### config.mk
export PLATFORM = sky130hd
export DESIGN_NAME = nes_pad_reader
export DESIGN_NICKNAME = d
export VERILOG_FILES = /design/src/rtl/nes_pad_reader.sv
export SDC_FILE = /design/constraint.sdc
export NUM_CORES = 1
export LEC_CHECK = 0
export CAP_MARGIN = 0
export CELL_PAD_IN_SITES_DETAIL_PLACEMENT = 0
export CELL_PAD_IN_SITES_GLOBAL_PLACEMENT = 2
export CORE_UTILIZATION = 40
export CTS_BUF_LIST = sky130_fd_sc_hd__clkbuf_8
export CTS_CLUSTER_SIZE = 12
export DETAILED_ROUTE_END_ITERATION = 16
export GPL_ROUTABILITY_DRIVEN = 0
export MAX_ROUTING_LAYER = met4
export PLACE_DENSITY = 0.83
export SETUP_SLACK_MARGIN = 0.02
export SYNTH_ARGS = -nofsm -noshare
export SYNTH_HDL_FRONTEND = slang
export SYNTH_SLANG_ARGS = --single-unit
### constraint.sdc
create_clock -name clk -period 2.5 [get_ports clk]
set_input_delay 0.25 -clock clk [delete_from_list [all_inputs] [get_ports clk]]
set_output_delay 0.25 -clock clk [all_outputs]
set_load 0.05 [all_outputs]
### src/rtl/nes_pad_reader.sv
// nes_pad_reader: polls an NES controller over latch/clock/data and presents
// the decoded, active-high button byte with a one-cycle valid pulse.
module nes_pad_reader #(
  parameter int CLK_DIV    = 300,
  parameter int POLL_TICKS = 2778
) (
  input  logic       clk,
  input  logic       reset,
  input  logic       enable,
  input  logic       pad_data,
  output logic       pad_latch,
  output logic       pad_clk,
  output logic [7:0] buttons,
  output logic       buttons_valid
);
  localparam logic [2:0] IDLE = 3'd0, LATCH = 3'd1, LOW = 3'd2, HIGH = 3'd3, DONE = 3'd4;
  localparam int DW = $clog2(CLK_DIV);
  localparam int IW = ($clog2(POLL_TICKS + 1) > 16) ? $clog2(POLL_TICKS + 1) : 16;
  localparam logic [DW-1:0] DIV_MAX = DW'(CLK_DIV - 1);
  localparam logic [IW-1:0] POLL = IW'(POLL_TICKS);
  logic [2:0] state, i;
  logic [DW-1:0] div;
  logic [IW-1:0] ivl;
  logic [7:0] sr, sr_n;
  logic s1, s2, tick;
  assign tick = div == DIV_MAX;
  always_comb begin
    sr_n = sr;
    sr_n[i] = s2;
  end
  // A poll fires on the tick that completes the POLL_TICKS-th idle tick, or on
  // the first tick after enable returns once the interval has saturated.
  always_ff @(posedge clk or posedge reset)
    if (reset) begin
      state <= IDLE;
      i <= '0;
      div <= '0;
      ivl <= '0;
      sr <= '0;
      s1 <= 1'b1;
      s2 <= 1'b1;
      pad_latch <= 1'b0;
      pad_clk <= 1'b0;
      buttons <= '0;
      buttons_valid <= 1'b0;
    end else begin
      {s2, s1} <= {s1, pad_data};
      div <= tick ? '0 : div + 1'b1;
      buttons_valid <= 1'b0;
      if (state == DONE) begin
        state <= IDLE;
        ivl <= '0;
      end else if (tick)
        case (state)
          IDLE:
            if (enable && ivl >= POLL - 1'b1) begin
              ivl <= '0;
              i <= '0;
              state <= LATCH;
              pad_latch <= 1'b1;
            end else if (ivl != POLL) ivl <= ivl + 1'b1;
          LATCH:
            if (i == 3'd1) begin
              i <= '0;
              state <= LOW;
              pad_latch <= 1'b0;
            end else i <= i + 3'd1;
          LOW: begin
            sr <= sr_n;
            if (i == 3'd7) begin
              state <= DONE;
              buttons <= ~sr_n;
              buttons_valid <= 1'b1;
            end else begin
              state <= HIGH;
              pad_clk <= 1'b1;
            end
          end
          HIGH: begin
            state <= LOW;
            pad_clk <= 1'b0;
            i <= i + 3'd1;
          end
          default: state <= IDLE;
        endcase
    end
endmodule

==> out/metrics.cfg <==
[outcome]
status=finished, final reports clean

[pwr]
leakage_nw=1.38
intPower_mw=1.15
combPwrFrac_pct=2.6
p_clk_share_pct=39.5
peakVddDrop_v=0.000220
switching_share_pct=21.5
cellPowerDensity_nw_per_um2=462
p_sw_mw=0.315
p_total_mw=1.47
seqPwrFrac_pct=57.8

[sta]
fin_tns_setup_ns=0
hold_violations=0
min_period_ns=2.28
fin_worst_skew_ns=0.00916
max_freq_mhz=439
grt_setup_unrepaired=no
max_slew_margin_pct=58.8
slew_viol_final=0
fin_ws_ns=0.224
worst_slew_pin_slew_ns=0.612
setup_violations=0
fin_crit_sh_pct=91.1

[synth]
synth-adder-area-share_pct=3.60
synthMuxAreaShare_pct=9.36
synth_edf_count=0
ys_async_sr_fraction_pct=100
synthSimpleGateAreaFrac_pct=19.4
netlist_area_um2=2780
synth-compound-area-share_pct=15.1
ys.flop_type=dfrtp_1
syn_nets=288
syn_area_per_cell_um2=10.1
synth_top_family_by_area=simple AND/OR/NAND/NOR gates
synth_warnings=0
synthCells=276
ys_ff_latch=52
synth_xor_area_share_pct=2.21
ys_types=56
seq_area_frac_synth_pct=46.9

[global_route]
gr-total-overflow=0
grt_pass1_vias=2061
antenna_found_initial=0
grtUsageTotal_pct=18.6
grt_pass1_wl_um=10400
grt_max_degree=22

[drt]
wl_per_cell_um=15.6
dr.pass1.iters=4
route.detailed.drc=0
antenna_left=0
vias=2111
post_drt_via_cell_ratio=5.56
finalWirelength_um=5940
drt-initial-drc-count=117

[critical_path]
r2r_start=div[4]
path_cells=or4b_1 -> nor3_2 -> and3_1 -> mux2_2
arrival_ns=2.47
required_ns=2.69
path_max_fanout=10
path_delay_family=simple AND/OR/NAND/NOR gates
path_class=flop to flop
crit_slowest_cell=or4b_1
cp.buffers_inverters=0
crit_path_start_kind=flop
r2r_setup_slack_ns=0.22
worst_setup_path_end_kind=flop
critPathLaunch=div[4]
cpPeakStageDelay_ns=0.60

[clock_network]
cts_tree=done
post_cts_buffers=0
postCtsHoldBufs=0
clock_sinks=52
clock_latency_ns=0.31
cts_root_buffer=clkbuf_8
cts.clk_slew.worst_paths_ns=0.10
cts.path.max_buffers=2
cts-resized-gates=0
cts_made_buffers=5
h-tree-depth=2

[floorplan]
start_util_pct=41.1
die_w_um=85.4
die_area_um2=7290
io_pins=15
core_area_um2=6760
rows=30
fp.dieH_um=85.4

[finish]
final_cell_mix=dfrtp_1, nor2_1, nand2_1, mux2_2, o21ai_0
mostFrequentLayoutCell=dfrtp_1
final_core_util_pct=46.9
syn_to_final_growth_pct=14.1
drive_gt1_share_pct=15.7
nNetsFinal=311
antenna_cells=0

[placement]
dpl.hpwl_um=4230
preCtsSetupSlack_ns=0.230
port-buffer-count=14

[job]
cap_viol_max_count=0

[worst_hold_path]
hp-class=input port to async pin

[sequential cells by signal, indices dropped and copies added (netlist names)]
name and flops:
ivl 16, div 9, buttons 8, sr 8, i 3, state 3, buttons_valid 1, pad_clk 1
pad_latch 1, s1 1, s2 1
[cells by family after synthesis]
group	after synthesis
flip-flops	52
XOR/XNOR	7
AND/OR/NAND/NOR	102
buffers and inverters	22
adder cells (fa/ha/maj)	8
AO/OA/AOI/OAI	61
multiplexers	24
[stage by stage]
step | area (um2) | std cells | hold slack, ns
after global routing | 3170 | 380 | 0.311
after CTS | 3170 | 380 | 0.271
final | 3170 | 380 | 0.261
after floorplan | 2780 | 276 | 0.254
after global placement | 3060 | 372 | 0.345
after detailed placement | 3060 | 372 | 0.353
[final timing paths]
check	to	cells past startpoint
hold reg to reg	s2	0
min in group clk	s1	1
setup / recovery	buttons[5]	4
max in group asynchronous	div[8]	3
setup reg to reg	buttons[5]	4
hold / removal	ivl[11]	2
[cell usage after synthesis (3+ instances only)]
library cell,number,area share [%]
nand2b_1,3,0.68
nor2b_1,5,1.1
a21oi_1,7,1.3
o22ai_1,3,0.68
xnor2_1,4,1.3
nor2_1,25,3.4
o31ai_1,3,0.81
a2bb2oi_1,4,1.3
dfrtp_1,50,45
inv_1,11,1.5
nand3_1,12,2.2
mux2i_1,8,2.9
ha_1,8,3.6
nand4_1,6,1.4
nor3_1,5,0.90
a21o_1,5,1.4
a22oi_1,3,0.81
a22o_1,5,1.6
mux2_2,16,6.5
and3_1,7,1.6
o21ai_0,16,2.9
clkbuf_1,7,0.95
xor2_1,3,0.95
nand2_1,21,2.8
[power by group through the flow]
stage          Combinational, mW  Clock [mW]  Sequential, mW
3_5_place_dp              0.0403           0           0.864
6_report                  0.0387       0.579           0.847
4_1_cts                   0.0407       0.597           0.847
2_1_floorplan             0.0226           0           0.861
5_1_grt                   0.0448       0.626           0.848
3_3_place_gp              0.0404           0           0.863
[per-layer routing]
metal	vias to the layer above	global-route usage [%]	wire length, um
met1	1039	26.3	3000
met3	5	3.02	124
met5	-	-	0
li1	1046	-	-
met4	0	4.55	49
met2	21	28.0	2760
[final cells by class]
cell class	count	area, um2
clock buffer	5	68.8
clock inverter	3	38.8
fill	649	3580
inverter	11	41.3
multi-input combinational	202	1380
sequential	52	1300
tap	80	100
timing repair buffer	27	238
No activity file was read; power rests on OpenSTA's default activity.
